$ cat config.mk
export PLATFORM = sky130hd
export DESIGN_NAME = color_unscramble_stream_flat
export DESIGN_NICKNAME = d
export VERILOG_FILES = /design/src/rtl/color_unscramble_stream_pkg.sv /design/src/rtl/color_unscramble_stream_if.sv /design/src/rtl/color_unscramble_stream_unscramble_map.sv /design/src/rtl/color_unscramble_stream.sv /design/src/flat_wrapper.sv
export SDC_FILE = /design/constraint.sdc
export NUM_CORES = 1
export LEC_CHECK = 0
export ABC_AREA = 1
export ABC_CLOCK_PERIOD_IN_PS = 1400
export CAP_MARGIN = 20
export CORE_UTILIZATION = 46
export CTS_BUF_LIST = sky130_fd_sc_hd__clkbuf_16
export DETAILED_ROUTE_END_ITERATION = 16
export PLACE_DENSITY = 0.84
export SYNTH_ARGS = -nofsm -noshare
export SYNTH_HDL_FRONTEND = slang
export SYNTH_SLANG_ARGS = --single-unit
$ cat constraint.sdc
create_clock -name clk -period 1.4 [get_ports clk]
set_clock_uncertainty 0.15 [all_clocks]
set_input_delay 0.28 -clock clk [delete_from_list [all_inputs] [get_ports clk]]
set_output_delay 0.28 -clock clk [all_outputs]
set_load 0.02 [all_outputs]
$ cat src/rtl/color_unscramble_stream_pkg.sv
// Shared types and constants for the colour-unscramble stream.
package color_unscramble_stream_pkg;

  localparam int unsigned CH_W  = 8;
  localparam int unsigned PIX_W = 3 * CH_W;
  localparam int unsigned CFG_W = 6;

  typedef logic [CFG_W-1:0] cfg_t;

  // Identity code: R from R, G from G, B from B.
  localparam cfg_t ID_CODE = 6'b00_01_10;

  // Source selector held in each 2-bit switch field.
  typedef enum logic [1:0] {
    SRC_R    = 2'b00,
    SRC_G    = 2'b01,
    SRC_B    = 2'b10,
    SRC_ZERO = 2'b11
  } src_e;

  // A code is a permutation when no field selects zero and all three fields differ.
  function automatic logic is_permutation(input cfg_t code);
    logic [1:0] fr;
    logic [1:0] fg;
    logic [1:0] fb;
    fr = code[5:4];
    fg = code[3:2];
    fb = code[1:0];
    return (fr != SRC_ZERO) && (fg != SRC_ZERO) && (fb != SRC_ZERO) &&
           (fr != fg) && (fr != fb) && (fg != fb);
  endfunction

endpackage

$ cat src/rtl/color_unscramble_stream_if.sv
// Valid/ready pixel stream carrying a start-of-frame marker.
interface color_unscramble_stream_if;
  import color_unscramble_stream_pkg::*;

  logic [PIX_W-1:0] pixel;
  logic             valid;
  logic             sof;
  logic             ready;

  modport master (
    output pixel,
    output valid,
    output sof,
    input  ready
  );

  modport slave (
    input  pixel,
    input  valid,
    input  sof,
    output ready
  );

endinterface

$ cat src/rtl/color_unscramble_stream_unscramble_map.sv
// Combinational inverse channel map: given a scrambled pixel and the code that
// scrambled it, rebuild the original R/G/B order and flag non-invertible codes.
module color_unscramble_stream_unscramble_map
  import color_unscramble_stream_pkg::*;
(
  input  logic [PIX_W-1:0] pixel,
  input  cfg_t             cfg,
  output logic [PIX_W-1:0] pixel_out,
  output logic             lossy
);

  logic [CH_W-1:0] sc_r;
  logic [CH_W-1:0] sc_g;
  logic [CH_W-1:0] sc_b;

  assign sc_r = pixel[23:16];
  assign sc_g = pixel[15:8];
  assign sc_b = pixel[7:0];

  // Original channel `want` sits in the first scrambled slot (R, G, B order)
  // whose field names it; with no such slot the channel is lost.
  function automatic logic [CH_W-1:0] recover(input src_e want, input cfg_t code,
                                              input logic [CH_W-1:0] r,
                                              input logic [CH_W-1:0] g,
                                              input logic [CH_W-1:0] b);
    if (code[5:4] == want) begin
      return r;
    end else if (code[3:2] == want) begin
      return g;
    end else if (code[1:0] == want) begin
      return b;
    end
    return '0;
  endfunction

  // Rebuild each original channel and flag codes that cannot be inverted.
  always_comb begin
    pixel_out        = '0;
    pixel_out[23:16] = recover(SRC_R, cfg, sc_r, sc_g, sc_b);
    pixel_out[15:8]  = recover(SRC_G, cfg, sc_r, sc_g, sc_b);
    pixel_out[7:0]   = recover(SRC_B, cfg, sc_r, sc_g, sc_b);
    lossy            = !is_permutation(cfg);
  end

endmodule

$ cat src/rtl/color_unscramble_stream.sv
// Two-stage streaming inverse of the channel-scramble stage.
// The switch code is latched only on an accepted start-of-frame beat, so one
// frame is always decoded with a single code.
// Optional frame statistics: define COLOR_UNSCRAMBLE_STATS_EN.
module color_unscramble_stream
  import color_unscramble_stream_pkg::*;
(
  input  logic clk,
  input  logic rst_n,
  input  cfg_t sw,
  color_unscramble_stream_if.slave  s,
  color_unscramble_stream_if.master m,
  output logic lossy
`ifdef COLOR_UNSCRAMBLE_STATS_EN
  ,
  output logic [15:0] frame_cnt,
  output logic [15:0] lossy_frame_cnt
`endif
);

  logic adv1;
  logic adv2;
  logic accept;
  logic sof_accept;

  logic             v1_q, v1_d;
  logic             sof1_q, sof1_d;
  logic [PIX_W-1:0] pix1_q, pix1_d;
  cfg_t             cfg_q, cfg_d;

  logic             v2_q, v2_d;
  logic             sof2_q, sof2_d;
  logic [PIX_W-1:0] pix2_q, pix2_d;

  logic [PIX_W-1:0] map_pixel;

  assign adv2       = !v2_q || m.ready;
  assign adv1       = !v1_q || adv2;
  assign accept     = s.valid && adv1;
  assign sof_accept = accept && s.sof;
  assign s.ready    = adv1;

  // Stage 1 next state: capture the beat; an SOF beat loads the new code.
  // cfg_q only changes on an accept, which also moves any older stage-1 pixel
  // on, so cfg_q always is the code of the pixel sitting in stage 1.
  always_comb begin
    v1_d   = v1_q;
    sof1_d = sof1_q;
    pix1_d = pix1_q;
    cfg_d  = cfg_q;
    if (adv1) begin
      v1_d = s.valid;
    end
    if (accept) begin
      pix1_d = s.pixel;
      sof1_d = s.sof;
    end
    if (sof_accept) begin
      cfg_d = sw;
    end
  end

  // Stage 1 registers.
  always_ff @(posedge clk or negedge rst_n) begin
    if (!rst_n) begin
      v1_q   <= 1'b0;
      sof1_q <= 1'b0;
      pix1_q <= '0;
      cfg_q  <= ID_CODE;
    end else begin
      v1_q   <= v1_d;
      sof1_q <= sof1_d;
      pix1_q <= pix1_d;
      cfg_q  <= cfg_d;
    end
  end

  color_unscramble_stream_unscramble_map u_unscramble_map (
    .pixel     (pix1_q),
    .cfg       (cfg_q),
    .pixel_out (map_pixel),
    .lossy     (lossy)
  );

  // Stage 2 next state: take the mapped pixel when the output slot frees up.
  always_comb begin
    v2_d   = v2_q;
    sof2_d = sof2_q;
    pix2_d = pix2_q;
    if (adv2) begin
      v2_d = v1_q;
      if (v1_q) begin
        pix2_d = map_pixel;
        sof2_d = sof1_q;
      end else begin
        sof2_d = 1'b0;
      end
    end
  end

  // Stage 2 registers.
  always_ff @(posedge clk or negedge rst_n) begin
    if (!rst_n) begin
      v2_q   <= 1'b0;
      sof2_q <= 1'b0;
      pix2_q <= '0;
    end else begin
      v2_q   <= v2_d;
      sof2_q <= sof2_d;
      pix2_q <= pix2_d;
    end
  end

  assign m.valid = v2_q;
  assign m.sof   = sof2_q;
  assign m.pixel = pix2_q;

`ifdef COLOR_UNSCRAMBLE_STATS_EN
  logic [15:0] frame_cnt_q, frame_cnt_d;
  logic [15:0] lossy_frame_cnt_q, lossy_frame_cnt_d;

  // Saturating frame counters, bumped on each accepted SOF.
  always_comb begin
    frame_cnt_d       = frame_cnt_q;
    lossy_frame_cnt_d = lossy_frame_cnt_q;
    if (sof_accept) begin
      if (frame_cnt_q != 16'hFFFF) begin
        frame_cnt_d = frame_cnt_q + 16'd1;
      end
      if (!is_permutation(sw) && (lossy_frame_cnt_q != 16'hFFFF)) begin
        lossy_frame_cnt_d = lossy_frame_cnt_q + 16'd1;
      end
    end
  end

  // Counter registers.
  always_ff @(posedge clk or negedge rst_n) begin
    if (!rst_n) begin
      frame_cnt_q       <= '0;
      lossy_frame_cnt_q <= '0;
    end else begin
      frame_cnt_q       <= frame_cnt_d;
      lossy_frame_cnt_q <= lossy_frame_cnt_d;
    end
  end

  assign frame_cnt       = frame_cnt_q;
  assign lossy_frame_cnt = lossy_frame_cnt_q;
`endif

endmodule
$ cat src/flat_wrapper.sv
// flat-port wrapper written by rule: the top's interface ports become plain ports
module color_unscramble_stream_flat import color_unscramble_stream_pkg::*;
  (clk, rst_n, sw, lossy, s_pixel, s_valid, s_sof, s_ready, m_pixel, m_valid, m_sof, m_ready);
  color_unscramble_stream_if s_i ();
  color_unscramble_stream_if m_i ();
  input  logic clk;
  input  logic rst_n;
  input  cfg_t sw;
  output logic lossy;
  input wire logic [$bits(s_i.pixel)-1:0] s_pixel;
  input wire logic [$bits(s_i.valid)-1:0] s_valid;
  input wire logic [$bits(s_i.sof)-1:0] s_sof;
  output wire logic [$bits(s_i.ready)-1:0] s_ready;
  output wire logic [$bits(m_i.pixel)-1:0] m_pixel;
  output wire logic [$bits(m_i.valid)-1:0] m_valid;
  output wire logic [$bits(m_i.sof)-1:0] m_sof;
  input wire logic [$bits(m_i.ready)-1:0] m_ready;
  assign s_i.pixel = s_pixel;
  assign s_i.valid = s_valid;
  assign s_i.sof = s_sof;
  assign s_ready = s_i.ready;
  assign m_pixel = m_i.pixel;
  assign m_valid = m_i.valid;
  assign m_sof = m_i.sof;
  assign m_i.ready = m_ready;
  color_unscramble_stream u_core (.clk(clk), .rst_n(rst_n), .sw(sw), .s(s_i), .m(m_i), .lossy(lossy));
endmodule
Word level (Yosys, flattened, before mapping)
Cells that the tools add are included.
Widths: inputs -> output; s select.
{"block": "totals", "ff_bits": 58, "inputBits": 35, "output_inout_bits": 28, "elab_cells": 57}
{"block": "classes", "eq_ne": 12, "muxes": 22, "n_reduce_logical": 16}
{"cell": "$mux 8", "n": 12}
{"cell": "$mux 1", "n": 10}
{"cell": "$logic_and 1x1->1", "n": 7}
{"cell": "$eq 2x1->1 const B", "n": 3}
{"cell": "$eq 2x2->1 const B", "n": 3}
{"cell": "$logic_not 2->1", "n": 3}
{"cell": "$ne 2x2->1", "n": 3}
{"cell": "$ne 2x2->1 const B", "n": 3}
{"cell": "$logic_not 1->1", "n": 3}
{"cell": "$logic_or 1x1->1", "n": 2}
{"cell": "$reduce_and 2->1", "n": 1}

Logic depth before layout (Yosys ltp)
Gate-level depths: netlist (run 1).
{"block": "depth", "depth_word": 7, "depth_mapped": 8}

Cells and area by module
A second synthesis (run 1) with hierarchy kept.
{"block": "hier_totals", "cells_unflattened": 473, "area_unflattened_um2": 3206.8}
{"module": "color_unscramble_stream", "instances": 1, "cells_each": 249, "area_each_um2": 2321.0}
{"module": "color_unscramble_stream_unscramble_map", "instances": 1, "cells_each": 224, "area_each_um2": 885.8}

Worst setup path before layout (run 1)
No wires, ideal clock.
{"block": "synth_timing", "path_type": "register to output", "from": "reg u_core.cfg_q[3]", "to": "out lossy", "t_arrival_ps": 1131, "required_time_ps": 970, "slack_ps": -161, "path_stages_with_launch": 8, "n_path_buf": 2, "path_cell_list": "dfrtp_1 buf_4 inv_2 buf_2 nand2_1 a21oi_1 a21oi_1 nand2_1"}
{"block": "synth_via", "elab_chain_cells": 7}
{"element": "start, declared", "line_no": "color_unscramble_stream.sv:29", "text": "cfg_t cfg_q, cfg_d;"}
{"element": "start signal, assigned", "line_no": "color_unscramble_stream.sv:74", "text": "cfg_q <= cfg_d;"}
{"element": "$ne 2x2->1", "line_no": "color_unscramble_stream_pkg.sv:29", "text": "return (fr != SRC_ZERO) && (fg != SRC_ZERO) && (fb != SRC_ZERO) &&"}
{"element": "$logic_and 1x1->1 (3 in a row)", "line_no": "color_unscramble_stream_pkg.sv:29"}
{"element": "$logic_and 1x1->1", "line_no": "color_unscramble_stream_pkg.sv:30", "text": "(fr != fg) && (fr != fb) && (fg != fb);"}
{"element": "$logic_and 1x1->1 *", "line_no": "color_unscramble_stream_pkg.sv:30"}
{"element": "$logic_not 1->1 *", "line_no": "color_unscramble_stream_unscramble_map.sv:42", "text": "lossy = !is_permutation(cfg);"}
{"element": "end, declared", "line_no": "flat_wrapper.sv:9", "text": "output logic lossy;"}
Mark *: on every way between the ends. The rest lies on a longest branch, timed or not.

Final worst setup path (run 1)
{"block": "layout_timing", "from": "reg u_core.cfg_q[1]", "to": "out lossy"}
{"block": "layout_via", "elab_chain_cells": 6}
{"element": "$ne 2x2->1", "line_no": "color_unscramble_stream_pkg.sv:29"}
{"element": "$logic_and 1x1->1 (2 in a row)", "line_no": "color_unscramble_stream_pkg.sv:29"}
{"element": "$logic_and 1x1->1", "line_no": "color_unscramble_stream_pkg.sv:30"}
{"element": "$logic_and 1x1->1 *", "line_no": "color_unscramble_stream_pkg.sv:30"}
{"element": "$logic_not 1->1 *", "line_no": "color_unscramble_stream_unscramble_map.sv:42"}
Marked as above.

==> results by stage, run 1 <==
Timing:
- Setup violations remaining at the end of the flow were counted as 57.
- The post-route worst setup slack is -0.3930 ns.
- Timing would allow up to 0.5577 GHz.
- Headroom to the max-slew limit came out at 79.28%.
- The setup TNS after final layout is -6.112 ns.
- The minimum clock period is 1.793 ns.
- The count of final max-slew check failures is 0.
- For the pin with the worst max-slew slack, the measured transition is 0.3108 ns.
- On the final layout, the worst hold slack is 0.2048 ns.
- The number of failing hold endpoints at the final stage is 0.
- The share of the clock period used by the worst path after layout is 128.1%.
- Setup repair after global routing could not meet its margin everywhere.

Global route:
- The number of global-route vias before repair is 3205.
- For this run the aggregate overflow at the end of global routing stands at 0.
- The maximum number of pins on one net before global-route repair is 59.
- The initial antenna violation count is 0.
- The first-pass GRT wire length is 15290 um.
- For this run, the total global-route usage over all layers was measured as 30.72%.

Clock tree:
- The clock passes through at most 2 buffers.
- Counting the buffers created by CTS gives 9.
- Clock tree synthesis selected as its root buffer the cell sky130_fd_sc_hd__clkbuf_16.
- In this run the number of H-tree levels came out at 3.
- The sink count of the clock tree is 58.
- TritonCTS built the clock tree.
- The clock-pin slew on the worst setup and hold paths is 0.06 ns.
- The clock latency on the worst-skew pair is 0.33 ns.

Placed design:
- In this run the tool buffered the top-level ports with 62 buffer cells.
- The congestion estimate from routability-driven global placement came to 0.8601.
- The cell area after placement is 3908 um^2.
- The HPWL after detailed placement is 5804 um.

Synthesis:
- Sorting the synthesized cells by area gives the leading types as sky130_fd_sc_hd__dfrtp_1 47%, sky130_fd_sc_hd__nand2_1 20%, sky130_fd_sc_hd__nand3_1 6.7%, sky130_fd_sc_hd__nor2_1 5.8%, sky130_fd_sc_hd__o21ai_1 4.7%.
- In this run the biggest area consumer among cell types represents 46.82% of the synthesized area.
- The sequential element share of the synthesized area is 48.58%.
- sky130_fd_sc_hd__dfrtp_1 takes more of the synthesized area than any other cell.
- After synthesis, the most frequently instantiated cells are 157 x sky130_fd_sc_hd__nand2_1, 56 x sky130_fd_sc_hd__dfrtp_1, 46 x sky130_fd_sc_hd__nor2_1.
- The most used flip-flop cell after synthesis is sky130_fd_sc_hd__dfrtp_1.
- The library cell with the highest instance count after synthesis is sky130_fd_sc_hd__nand2_1.
- Counting every net in the synthesized netlist gives 450.
- Yosys mapped a number of flops with a built-in enable equal to 0.
- The cell area after technology mapping is 2993 um^2.
- The number of synthesis warnings is 0.
- The average instance in the mapped netlist occupies 7.212 um^2.
- The fraction of registers with async set or reset after synthesis is 100.0%.
- The count of mapped cells out of synthesis is 415.
- The post-synthesis register bit count is 58.
- Counting distinct cell types in the post-synthesis netlist gives 18.

Routing:
- The first-iteration detailed-routing DRC count is 382.
- The count of TritonRoute iterations in the first routing pass is 7.
- Wires add up to 11890 um.
- The ratio of routed vias to standard cells is 5.840.
- The detailed router used layers up to and including met4.
- The remaining antenna violation count after routing is 0.
- Detailed routing placed a total of 5816 um of wire on met2.
- After detailed routing, the wire length on met1 is 4220 um.
- The number of design rule violations left after detail routing is 0.
- Dividing the detail-routed wire length by the instance count gives 19.59 um.
- The routed design uses 1020 um of met3 wire.
- The via count of the routed design is 3545.

Power and ir drop:
- The completed layout was analyzed and its total power is 8.382 mW.
- The worst ir drop on vdd is 1.512 mV.
- The power density normalized to cell area is 1638 nW/um^2.
- Summed over all cells, the static leakage comes to 2.557 nW.

Cells and area:
- Of the cells placed in the final design, the portion with a size suffix greater than 1 is 44.53%.
- Compared with the post-synthesis result, the final layout area differs by 71.03%.
- The finished cells cover 5119 um^2.
- In the final design database the tool counted 560 nets.
- The end-of-flow core utilization is 81.07%.
- The number of diodes is 0.
- The filler cells instantiated in the layout total 360.

Worst hold path:
- The worst hold-check path type is in -> reg.

Worst setup path:
- The largest delay contributor family on the critical path is flip-flops.
- Counting both buffers and inverters, the worst setup path holds a total of 2.
- The worst setup path is launched from a flop.
- The endpoint type of the worst setup path is an output port.
- The cell with the biggest individual delay on the critical path is sky130_fd_sc_hd__dfstp_2.
- The critical path goes through inv_4 > nand3_1 > o21ai_1 > a21oi_2 > nand2_2 > buf_6.
- The top fanout value on the critical path is 4.
- For the worst setup path, the data arrival time is 1.36 ns.
- The largest stage delay on the critical path is 0.55 ns.
- The required time at the worst-slack endpoint is 0.97 ns.
- The start-to-end type of the worst setup path is reg -> out.

Die:
- The number of top-level design ports is 63.
- Measured along the y axis, the die boundary spans 82.66 um.
- Once the floorplan was initialized, standard cells occupied 47.40% of the core.
- The core region is 6314 um^2.
- The horizontal extent of the die is 82.66 um.
- The floorplan step defined a die boundary enclosing 6833 um^2.
- The initialized floorplan defines 29 standard-cell rows.

Job:
- The number of max-cap violations is 0.

Run status:
- The checks that failed: setup timing.
- The flow ran to the end, but the final reports show violations.
-- layout by cell type (no fill, tap or decap), drive strengths merged, types with 2 or more instances in the layout --
cell type        n
o21ai           37
inv             46
dfstp            2
a21oi            3
o21bai           6
nand3           43
clkbuf          13
buf             68
clkdlybuf4s50   32
dfrtp           56
bufinv           2
clkinv           5
nand2          163
nor2            50
-- sequential cells by signal, indices dropped and copies added (netlist names) --
register and cells:
u_core.cfg_q 6, u_core.sof1_q 1, u_core.m.sof 1, u_core.m.valid 1
u_core.m.pixel 24, u_core.v1_q 1, u_core.pix1_q 24
-- report_power, final --
| part | switching, mW | leakage (nW) | internal [mW] |
|---|---|---|---|
| sequential | 0.322 | 0.722 | 2.09 |
| combinational | 2.24 | 1.68 | 1.41 |
| clock | 0.779 | 0.154 | 1.54 |
-- routing by layer --
metal	global-route usage, %	vias to the layer above
met3	6.264	90
met4	17.93	0
met5	0	-
met1	36.61	1686
li1	-	1526
met2	51.15	243
-- through the flow --
step | instances | worst slack (ns)
2_1_floorplan | 415 | -0.06904
3_3_place_gp | 567 | -0.5321
3_5_place_dp | 567 | -0.5623
4_1_cts | 599 | -0.3943
5_1_grt | 607 | -0.4501
6_report | 607 | -0.3930
-- cell families (layout without fill, tap and decap cells) --
kind of cell    after synthesis  count (layout)  synth area share [%]
flops                        58              58                 48.58
compound gates               46              46                 8.193
simple gates                255             256                 35.37
buf+inv                      56             170                 7.860
-- worst register-to-register path, stage by stage, from the launching register on --
cell and delay, ns:
sky130_fd_sc_hd__dfrtp_2 0.40, sky130_fd_sc_hd__inv_2 0.07, sky130_fd_sc_hd__nor2_4 0.05, sky130_fd_sc_hd__buf_6 0.12, sky130_fd_sc_hd__nor2_4 0.15, sky130_fd_sc_hd__buf_6 0.17
sky130_fd_sc_hd__buf_12 0.16, sky130_fd_sc_hd__nand3_2 0.10, sky130_fd_sc_hd__o21bai_1 0.16
-- final cells by class --
cell class	instances	area (um^2)	share of cell area (%)
inverter	44	203.9	3.984
clock buffer	9	225.2	4.400
timing repair inverter	3	38.79	0.7578
multi-input combinational	302	1937	37.84
sequential	58	1455	28.43
timing repair buffer	107	1077	21.05
tap	77	96.34	1.882
clock inverter	7	85.08	1.662
-- final timing paths --
kind	startpoint	endpoint	slack (ns)	depth (start not counted)
worst max-delay path	u_core.cfg_q[1]	lossy	-0.39	6
worst min-delay path	m_ready	u_core.m.valid	0.20	2
worst max register to register	u_core.m.valid	u_core.m.pixel[16]	-0.22	8
worst min register to register	u_core.m.pixel[18]	u_core.m.pixel[18]	0.34	2
max in group asynchronous	rst_n	u_core.cfg_q[1]	0.45	3
min in group asynchronous	rst_n	u_core.pix1_q[20]	0.34	3
-- what timing repair did --
item | in CTS | in global routing
pin swaps | 23 | 43
cloned | 5 | 7
setup buffers | 10 | 4
hold buffers | 1 | 0
endpoints found under the setup margin | 83 | 73
hold endpoints to repair | 56 | 0
resized for setup | 154 | 161
Note: power is estimated with default switching activity, not from simulation.
==> run 2: changes to the inputs <==
--- a/config.mk
+++ b/config.mk
@@ -11,6 +11,7 @@
 export CORE_UTILIZATION = 46
 export CTS_BUF_LIST = sky130_fd_sc_hd__clkbuf_16
 export DETAILED_ROUTE_END_ITERATION = 16
+export HOLD_SLACK_MARGIN = 0.02
 export PLACE_DENSITY = 0.84
 export SYNTH_ARGS = -nofsm -noshare
 export SYNTH_HDL_FRONTEND = slang
==> results of run 2 <==
Same layout as run 1: the final DEF is identical, and so are final timing and power.
